`src/rtl/program_loader_if.sv`:
```
// Byte-in / word-out bus of the program loader.
// The loader takes the slave modport; its driver takes the master modport.
interface program_loader_if #(
   parameter int NB_DATA        = 32,
   parameter int NB_BYTE        = 8,
   parameter int NB_ADDR_CUSTOM = 5
);
   logic                      i_start;
   logic [NB_BYTE-1:0]        i_rx_data;
   logic                      i_rx_valid;
   logic                      o_wr_enable;
   logic [NB_ADDR_CUSTOM-1:0] o_wr_addr;
   logic [NB_DATA-1:0]        o_wr_data;
   logic                      o_busy;
   logic                      o_done;
   logic                      o_error;
   logic [NB_ADDR_CUSTOM:0]   o_word_count;
   logic [NB_DATA-1:0]        o_checksum;

   modport master (
      output i_start, i_rx_data, i_rx_valid,
      input  o_wr_enable, o_wr_addr, o_wr_data, o_busy, o_done, o_error,
             o_word_count, o_checksum
   );

   modport slave (
      input  i_start, i_rx_data, i_rx_valid,
      output o_wr_enable, o_wr_addr, o_wr_data, o_busy, o_done, o_error,
             o_word_count, o_checksum
   );
endinterface

```
`src/rtl/program_loader.sv`:
```
// Packs received bytes MSB-first into words and writes them to program memory until HALT.
// Define PROGRAM_LOADER_CHECKSUM_EN to build the running XOR checksum of written words.
module program_loader #(
   parameter int                 NB_DATA        = 32,
   parameter int                 NB_BYTE        = 8,
   parameter int                 NB_ADDR_CUSTOM = 5,
   parameter int                 ROM_DEPTH      = 30,
   parameter logic [NB_DATA-1:0] HALT_WORD      = 32'hFFFF_FFFF
) (
   input logic             i_clock,
   input logic             i_reset,
   program_loader_if.slave bus
);
   typedef enum logic [1:0] {ST_IDLE, ST_LOAD, ST_DONE, ST_ERROR} state_t;

   localparam logic [NB_ADDR_CUSTOM-1:0] LAST_ADDR = NB_ADDR_CUSTOM'(ROM_DEPTH - 1);

   state_t                      state;
   state_t                      state_next;
   logic [1:0]                  byte_cnt;
   logic [NB_DATA-NB_BYTE-1:0]  shift;
   logic [NB_ADDR_CUSTOM-1:0]   addr;
   logic [NB_ADDR_CUSTOM:0]     word_count;
   logic                        wr_enable;
   logic [NB_ADDR_CUSTOM-1:0]   wr_addr;
   logic [NB_DATA-1:0]          wr_data;
   logic                        start_load;
   logic                        take_byte;
   logic                        word_ready;
   logic [NB_DATA-1:0]          word_next;

   always_comb begin
      // NOTE: every signal driven here gets a default first, so no path can infer a latch.
      state_next = state;
      start_load = 1'b0;
      take_byte  = 1'b0;
      unique case (state)
         ST_LOAD: begin
            take_byte = bus.i_rx_valid;
            // Terminate the cycle after the write, judged on the word just written.
            if (wr_enable && (wr_data == HALT_WORD)) begin
               state_next = ST_DONE;
            end else if (wr_enable && (wr_addr == LAST_ADDR)) begin
               state_next = ST_ERROR;
            end
         end
         ST_IDLE, ST_DONE, ST_ERROR: begin
            if (bus.i_start) begin
               start_load = 1'b1;
               state_next = ST_LOAD;
            end
         end
      endcase
   end

   assign word_next  = {shift, bus.i_rx_data};
   assign word_ready = take_byte && (byte_cnt == 2'd3);

   always_ff @(posedge i_clock) begin
      if (!i_reset) begin
         state      <= ST_IDLE;
         byte_cnt   <= '0;
         shift      <= '0;
         addr       <= '0;
         word_count <= '0;
         wr_enable  <= 1'b0;
         wr_addr    <= '0;
         wr_data    <= '0;
      end else begin
         // NOTE: non-blocking assignments so every register here sees pre-edge values.
         state     <= state_next;
         wr_enable <= 1'b0;
         if (start_load) begin
            byte_cnt   <= '0;
            shift      <= '0;
            addr       <= '0;
            word_count <= '0;
            wr_addr    <= '0;
         end else if (take_byte) begin
            shift    <= word_next[NB_DATA-NB_BYTE-1:0];
            byte_cnt <= byte_cnt + 2'd1;
            if (word_ready) begin
               wr_enable  <= 1'b1;
               wr_addr    <= addr;
               wr_data    <= word_next;
               addr       <= addr + 1'b1;
               word_count <= word_count + 1'b1;
            end
         end
      end
   end

`ifdef PROGRAM_LOADER_CHECKSUM_EN
   logic [NB_DATA-1:0] checksum;

   always_ff @(posedge i_clock) begin
      if (!i_reset) begin
         checksum <= '0;
      end else if (start_load) begin
         checksum <= '0;
      end else if (word_ready) begin
         checksum <= checksum ^ word_next;
      end
   end

   assign bus.o_checksum = checksum;
`else
   assign bus.o_checksum = '0;
`endif

   assign bus.o_wr_enable  = wr_enable;
   assign bus.o_wr_addr    = wr_addr;
   assign bus.o_wr_data    = wr_data;
   assign bus.o_word_count = word_count;
   assign bus.o_busy       = (state == ST_LOAD);
   assign bus.o_done       = (state == ST_DONE);
   assign bus.o_error      = (state == ST_ERROR);
endmodule

```
`src/flat_wrapper.sv`:
```
// flat-port wrapper written by rule: the top's interface ports become plain ports
module program_loader_flat 
#(
   parameter int                 NB_DATA        = 32,
   parameter int                 NB_BYTE        = 8,
   parameter int                 NB_ADDR_CUSTOM = 5,
   parameter int                 ROM_DEPTH      = 30,
   parameter logic [NB_DATA-1:0] HALT_WORD      = 32'hFFFF_FFFF
)
  (i_clock, i_reset, bus_i_start, bus_i_rx_data, bus_i_rx_valid, bus_o_wr_enable, bus_o_wr_addr, bus_o_wr_data, bus_o_busy, bus_o_done, bus_o_error, bus_o_word_count, bus_o_checksum);
  program_loader_if #(.NB_DATA(NB_DATA), .NB_BYTE(NB_BYTE), .NB_ADDR_CUSTOM(NB_ADDR_CUSTOM)) bus_i ();
  input logic i_clock;
  input logic i_reset;
  input wire logic [$bits(bus_i.i_start)-1:0] bus_i_start;
  input wire logic [$bits(bus_i.i_rx_data)-1:0] bus_i_rx_data;
  input wire logic [$bits(bus_i.i_rx_valid)-1:0] bus_i_rx_valid;
  output wire logic [$bits(bus_i.o_wr_enable)-1:0] bus_o_wr_enable;
  output wire logic [$bits(bus_i.o_wr_addr)-1:0] bus_o_wr_addr;
  output wire logic [$bits(bus_i.o_wr_data)-1:0] bus_o_wr_data;
  output wire logic [$bits(bus_i.o_busy)-1:0] bus_o_busy;
  output wire logic [$bits(bus_i.o_done)-1:0] bus_o_done;
  output wire logic [$bits(bus_i.o_error)-1:0] bus_o_error;
  output wire logic [$bits(bus_i.o_word_count)-1:0] bus_o_word_count;
  output wire logic [$bits(bus_i.o_checksum)-1:0] bus_o_checksum;
  assign bus_i.i_start = bus_i_start;
  assign bus_i.i_rx_data = bus_i_rx_data;
  assign bus_i.i_rx_valid = bus_i_rx_valid;
  assign bus_o_wr_enable = bus_i.o_wr_enable;
  assign bus_o_wr_addr = bus_i.o_wr_addr;
  assign bus_o_wr_data = bus_i.o_wr_data;
  assign bus_o_busy = bus_i.o_busy;
  assign bus_o_done = bus_i.o_done;
  assign bus_o_error = bus_i.o_error;
  assign bus_o_word_count = bus_i.o_word_count;
  assign bus_o_checksum = bus_i.o_checksum;
  program_loader #(.NB_DATA(NB_DATA), .NB_BYTE(NB_BYTE), .NB_ADDR_CUSTOM(NB_ADDR_CUSTOM), .ROM_DEPTH(ROM_DEPTH), .HALT_WORD(HALT_WORD)) u_core (.i_clock(i_clock), .i_reset(i_reset), .bus(bus_i));
endmodule
```
`config.mk`:
```
export PLATFORM = sky130hd
export DESIGN_NAME = program_loader_flat
export DESIGN_NICKNAME = d
export VERILOG_FILES = /design/src/rtl/program_loader_if.sv /design/src/rtl/program_loader.sv /design/src/flat_wrapper.sv
export SDC_FILE = /design/constraint.sdc
export NUM_CORES = 1
export LEC_CHECK = 0
export ABC_AREA = 1
export BUFFER_PORTS_ARGS = -buffer_cell sky130_fd_sc_hd__clkbuf_2
export CORE_ASPECT_RATIO = 1.25
export CORE_MARGIN = 8
export CORE_UTILIZATION = 41
export DETAILED_ROUTE_END_ITERATION = 6
export PLACE_DENSITY_LB_ADDON = 0.1
export SYNTH_ARGS = -nofsm -noshare
export SYNTH_HDL_FRONTEND = slang
export SYNTH_SLANG_ARGS = --single-unit
```
`constraint.sdc`:
```
create_clock -name i_clock -period 1.65 [get_ports i_clock]
set_input_delay 0.2475 -clock i_clock [delete_from_list [all_inputs] [get_ports i_clock]]
set_output_delay 0.2475 -clock i_clock [all_outputs]
set_load 0.005 [all_outputs]
```
**Word-level counts from Yosys, hierarchy flattened**

Index checks and enable logic that the tools add are counted.

- Flip-flop bits (word level): 77
- Input bits: 12
- Output and inout bits: 79
- Word-level logic and storage cells: 40

- Add/sub/neg operators: 3
- Equality and inequality tests: 8
- Multiplexer cells: 8
- Bitwise gates (word level): 3
- Reductions and logical operators: 10

Operators by type and width:

| operator | number |
|---|---|
| $eq A32 B32 Y1 const B | 1 |
| $add A6 B1 Y6 const B | 1 |
| $eq A2 B2 Y1 const B | 3 |
| $mux W2 | 3 |
| $reduce_or A3 Y1 | 2 |
| $add A5 B1 Y5 const B | 1 |
| $eq A5 B5 Y1 const B | 1 |
| $mux W1 | 4 |
| $pmux W2 S2 | 1 |
| $reduce_and A2 Y1 | 2 |
| $logic_and A1 B1 Y1 | 3 |
| $ne A3 B1 Y1 const B | 1 |
| $not A1 Y1 | 3 |
| $reduce_and A3 Y1 | 1 |
| $add A2 B1 Y2 const B | 1 |
| $eq A2 B1 Y1 const B | 1 |
| $logic_not A2 Y1 | 1 |
| $ne A2 B2 Y1 const B | 1 |
| $reduce_or A2 Y1 | 1 |

**Longest topological paths before layout**

- Word-level depth: 5
- Gate-level depth with buffers: 9
- Depth with buffers taken out: 8

**Worst setup path before layout**

No wires, ideal clock.

- Path type: register -> register
- Start: register u_core.state[1]
- End: register u_core.word_count[5], in the netlist u_core.bus.o_word_count[5]
- Arrival time: 1.144 ns
- Data required time: 1.535 ns
- Slack: 0.391 ns
- Cell stages (with the launch flop): 10
- Period minus slack after synthesis: 1.259 ns
- Cells stage by stage: dfxtp_1 > inv_1 > nand2_2 > nor2_4 > nand2_1 > buf_4 > nor2_2 > nand3_1 > nand2_1 > nor2_1

- Word-level cells in the longest chain between the ends: 4
- Elaborated cells on any way between the ends: 10
- Classes of those cells: 3 x eq/ne; 2 x mux; 5 x reduce/logical

Ends and longest elaborated chain:

| element | RTL line | RTL |
|---|---|---|
| from (decl) | program_loader.sv:18 | `state_t state;` |
| from (signal assigned) | program_loader.sv:71 | `state <= state_next;` |
| $eq A2 B2 Y1 (tied with other cells) | program_loader.sv:37 | `unique case (state)` |
| $reduce_or A3 Y1 / $mux W1 (equally long branches) | program_loader.sv:37 |  |
| $mux W1 / $logic_and A1 B1 Y1 (equally long branches) | program_loader.sv:37, program_loader.sv:57 |  |
| $reduce_or A2 Y1 (no source line) / $reduce_and A2 Y1 (equally long branches) | n/a |  |
| to (signal assigned) | program_loader.sv:87 | `word_count <= word_count + 1'b1;` |
| to (decl) | program_loader.sv:23 | `logic [NB_ADDR_CUSTOM:0] word_count;` |

Several ways; a longest one is shown, not always the timed one.
A chain may end at the register's enable or synchronous reset.

**Worst setup path after layout**

- Start: register u_core.state[0]
- End: register u_core.wr_data[10], in the netlist u_core.bus.o_wr_data[10]

- Word-level cells in the longest chain between the ends: 5
- Elaborated cells on any way between the ends: 10
- Classes of those cells: 3 x eq/ne; 2 x mux; 1 x bitwise; 4 x reduce/logical

Ends and longest elaborated chain:

| element | RTL line | RTL |
|---|---|---|
| $eq A2 B2 Y1 / $logic_not A2 Y1 (equally long branches) | program_loader.sv:37 |  |
| $reduce_or A3 Y1 | program_loader.sv:37 |  |
| $mux W1 | program_loader.sv:37 |  |
| $not A1 Y1 (no source line) | n/a |  |
| $reduce_and A3 Y1 (no source line) (*) | n/a |  |
| to (signal assigned) | program_loader.sv:85 | `wr_data <= word_next;` |
| to (decl) | program_loader.sv:26 | `logic [NB_DATA-1:0] wr_data;` |

Mark *: on every way between the ends. The rest lies on a longest branch, timed or not.

==> reports/results.env <==
POST_SYNTH_SIMPLE_GATE_AREA_PCT=18.8
DPL.HPWL_MICRONS=5780
SYNTHFLOPTYPE='sky130_fd_sc_hd__dfxtp_1'
GRTUSAGETOTAL_PCT=14.4
SYNTH-ASYNC-RESET-RATIO_PCT=0
MUX_CELL_AREA_SHARE_AFTER_SYNTHESIS_PCT=0
SYNTHADDERAREAFRAC_PCT=1.18
GLOBAL_ROUTE_WIRE_LENGTH_BEFORE_REPAIR_MICRONS=12100
AREA_GROWTH_PCT=15.6
SLOWEST_DELAY_NS=0.44
SYNTH_AREA_LEADERS='sky130_fd_sc_hd__dfxtp_1 49%, sky130_fd_sc_hd__nand2_1 9.7%, sky130_fd_sc_hd__a21oi_1 9.5%, sky130_fd_sc_hd__buf_4 8.8%, sky130_fd_sc_hd__o21ai_0 4.4%'
STATIC-LEAKAGE-POWER_nW=1.45
SYNTH_ENABLE_FLOP_CELLS=0
POST-SYNTH-TOP-COUNT-CELL='sky130_fd_sc_hd__nand2_1'
SYNTH_TOP_AREA_SHARE_PCT=48.6
TRITONCTS='yes'
TIMING.SETUP.CRITICAL_PATH_CLASS='reg -> reg'
VDD_IR_DROP_MAX_mV=0.596
YOSYS.CELL_TYPES.COUNT=24
CLK_PIN_SLEW_NS=0.08
CTS.ROOT.BUFFER_CELL='sky130_fd_sc_hd__clkbuf_8'
MAIN_COMBINATIONAL_CELL_FAMILY_BY_AREA_AFTER_SYNTHESIS='simple AND/OR/NAND/NOR gates'
CTSHOLDBUFFERS=0
SETUP.WORST_PATH.START_CLASS='flop'
HP-CLASS='in -> reg'
YS_TOP_CELLS_BY_COUNT='82 x sky130_fd_sc_hd__nand2_1, 77 x sky130_fd_sc_hd__dfxtp_1, 60 x sky130_fd_sc_hd__a21oi_1'
MAPPEDNETLISTAREA_SQ_UM=3170
GRT_OVERFLOW=0
CRITICAL_PATH_ARRIVAL_NS=1.69
FINALNETCOUNT=477
CORE_SQ_UM=7660
FINALNONFILLERCELLS=562
FINALWEIGHTEDCONGESTION=0.762
PLACEMENT.IO_BUFFERS=58
FLOORPLAN.DIE.WIDTH_MICRONS=94.7
FMAXACHIEVABLE_GHz=0.704
WORST-PATH-MAX-FANOUT=15
CRIT_PATH_END_KIND='flop'
FIRST_PASS_DETAILED_ROUTE_ITERATION_TOTAL=4
FP.DIEAREA_SQ_UM=10800
DIE_HEIGHT_MICRONS=114
CLOCK_SKEW_AFTER_LAYOUT_NS=0.00891
DETAIL_ROUTE.DRC_VIOLATIONS=0
POWER.DENSITY_CELL_AREA_nW_PER_UM2=990
TIMING_HOLD_VIOLATIONS_FINAL=0
FILLERINSTANCES=799
WORST-R2R-SETUP-SLACK_NS=0.23
YOSYSWARNINGCOUNT=0
POST_CTS_REPAIR_RESIZE_COUNT=0
CP.REQUIRED_NS=1.92
SETUP_TNS_FINAL_NS=0
WORSTPATHBUFFERINVERTERCOUNT=1
LARGEST_AREA_CONTRIBUTOR_IN_THE_NETLIST='sky130_fd_sc_hd__dfxtp_1'
PLACE_WORST_SETUP_SLACK_NS=0.209
NUM_VIAS=2649
COMPLEX_GATE_FRACTION_OF_THE_SYNTHESIZED_AREA_PCT=16.4
MAX-CLOCK-PATH-BUFFERS=2
CLK_LATENCY_NS=0.35
POST_CTS_BUFFERS=0
PLACE.DETAILED.INSTANCES=546
CRITICAL_PATH.CELL_CHAIN='inv_2 > nor2_4 > nand2_2 > nor2_4 > nand2_2 > o21ai_0'
POSTSYNTHREGISTERBITS=77
POST_ROUTE_ANTENNA_NET_VIOLATION_COUNT=0
ROWS=36
GRT_SETUP_UNREPAIRED='no'
SYNTH_XOR_AREA_SHARE_PCT=0.552
RUN_STATUS='finished clean'
FINAL-MAX-SLEW-VIOLATION-COUNT=0
POSTSYNTHAREAPERCELL_SQ_UM=7.85
PERIOD_MINUS_SLACK_NS=1.42
DRIVE_GT1_SHARE_PCT=20.1
INITIALDRTVIOLATIONCOUNT=105
NUMBER_OF_BUFFERS_CREATED_BY_CTS=9
WL_PER_CELL_MICRONS=13.4
CP_SLOWEST_CELL='sky130_fd_sc_hd__dfxtp_1'
SETUP_VIOL_COUNT_FINAL=0
CAP_VIOLATIONS=0
CRITICAL_PATH.TOP_DELAY_FAMILY='simple AND/OR/NAND/NOR gates'
ANTENNA_CELLS_INSERTED=0
NUMBER_OF_GLOBAL_ROUTE_VIAS_BEFORE_REPAIR=2447
HTREE_LEVELS=3
GRT_ANTENNA_BEFORE_REPAIR=0
FINAL_UTIL_PCT=47.9
INITIAL_UTILIZATION_PCT=41.4
TOP_LEVEL_PORTS=91
SETUP_WS_NS=0.230
YOSYSSEQAREASHARE_PCT=48.6
CTS_SINKS=77
POST_DETAILED_ROUTING_WIRE_LENGTH_MICRONS=7520
MIN_PERIOD_OVER_PERIOD_PCT=86.1
POST_DRT_VIA_CELL_RATIO=4.71
GRT_START_MAX_NET_PINS=32
SYNTH_CELLS=404
-- cell families (layout without fill, tap and decap cells) --
logic type      Yosys count  after routing
other cells               1             32
buf+inv                  81            113
simple gates            139            139
flops                    77             77
xor+xnor                  2              2
compound gates          101            101
fa+ha+maj                 3              3
-- flip-flops by register name, summed over array words and instances (netlist names) --
name / flops
u_core.bus.o_wr_enable: 1
u_core.shift: 24
u_core.bus.o_word_count: 6
u_core.bus.o_wr_addr: 5
u_core.bus.o_wr_data: 32
u_core.byte_cnt: 2
u_core.state: 2
u_core.addr: 5
-- area by class of cell --
cell class,count,area (sq um),share of cell area (%)
Clock buffer,10,138,3.75
Clock inverter,6,86.3,2.35
Inverter,28,105,2.87
Multi-Input combinational cell,277,1290,35.2
Sequential cell,77,1540,42.0
Tap cell,95,119,3.24
Timing Repair Buffer,69,385,10.5
-- metrics by stage --
stage | instance area (sq um) | total power, W | hold WS [ns]
detailed placement | 3440 | 0.00211 | 0.455
finish | 3670 | 0.00363 | 0.143
floorplan | 3290 | 0.00210 | 0.390
CTS | 3670 | 0.00368 | 0.125
global placement | 3440 | 0.00211 | 0.456
global route | 3670 | 0.00381 | 0.123
-- layer usage --
metal / share of wire [%] / vias to the layer above / track usage [%]
met4: 1.8 / 0 / 5.95
met1: 42 / 1218 / 17.1
met5: 0 / - / 0
met3: 6.9 / 9 / 5.12
met2: 49 / 56 / 22.8
li1: - / 1366 / -
-- cell usage in the layout, fill, tap and decap left out, types with 2 or more instances in the layout --
cell type / n
sky130_fd_sc_hd__a21oi_1: 60
sky130_fd_sc_hd__buf_4: 10
sky130_fd_sc_hd__bufinv_16: 2
sky130_fd_sc_hd__clkbuf_2: 58
sky130_fd_sc_hd__clkbuf_8: 10
sky130_fd_sc_hd__clkinv_2: 2
sky130_fd_sc_hd__conb_1: 32
sky130_fd_sc_hd__dfxtp_1: 77
sky130_fd_sc_hd__ha_1: 3
sky130_fd_sc_hd__inv_1: 27
sky130_fd_sc_hd__nand2_1: 82
sky130_fd_sc_hd__nand2_2: 3
sky130_fd_sc_hd__nand3_1: 22
sky130_fd_sc_hd__nand4_1: 2
sky130_fd_sc_hd__nor2_1: 20
sky130_fd_sc_hd__nor2_4: 3
sky130_fd_sc_hd__nor3_1: 5
sky130_fd_sc_hd__o21a_1: 2
sky130_fd_sc_hd__o21ai_0: 28
sky130_fd_sc_hd__o21ai_1: 10
sky130_fd_sc_hd__xnor2_1: 2
-- where the power goes --
group          internal, W  total, W  leakage (nW)  switching, W
clock             0.000890   0.00157         0.112      0.000676
combinational    0.0000476  0.000170         0.720      0.000123
sequential         0.00188   0.00190         0.622     0.0000130
total              0.00282   0.00363          1.45      0.000812
-- worst min-delay path, delay by kind of cell --
family                 cells  cell delay, ns
buffers and inverters      1            0.09
and+or+nand+nor            1            0.06
AOI/OAI and AO/OA          1            0.05
-- final timing paths --
| check | from | to | depth (start not counted) |
|---|---|---|---|
| setup reg to reg | u_core.state[0] | u_core.bus.o_wr_data[10] | 6 |
| setup / recovery | u_core.state[0] | u_core.bus.o_wr_data[10] | 6 |
| hold / removal | bus_i_rx_data[5] | u_core.bus.o_wr_data[5] | 3 |
| hold reg to reg | u_core.shift[3] | u_core.shift[3] | 2 |
Note: power is estimated with default switching activity, not from simulation.
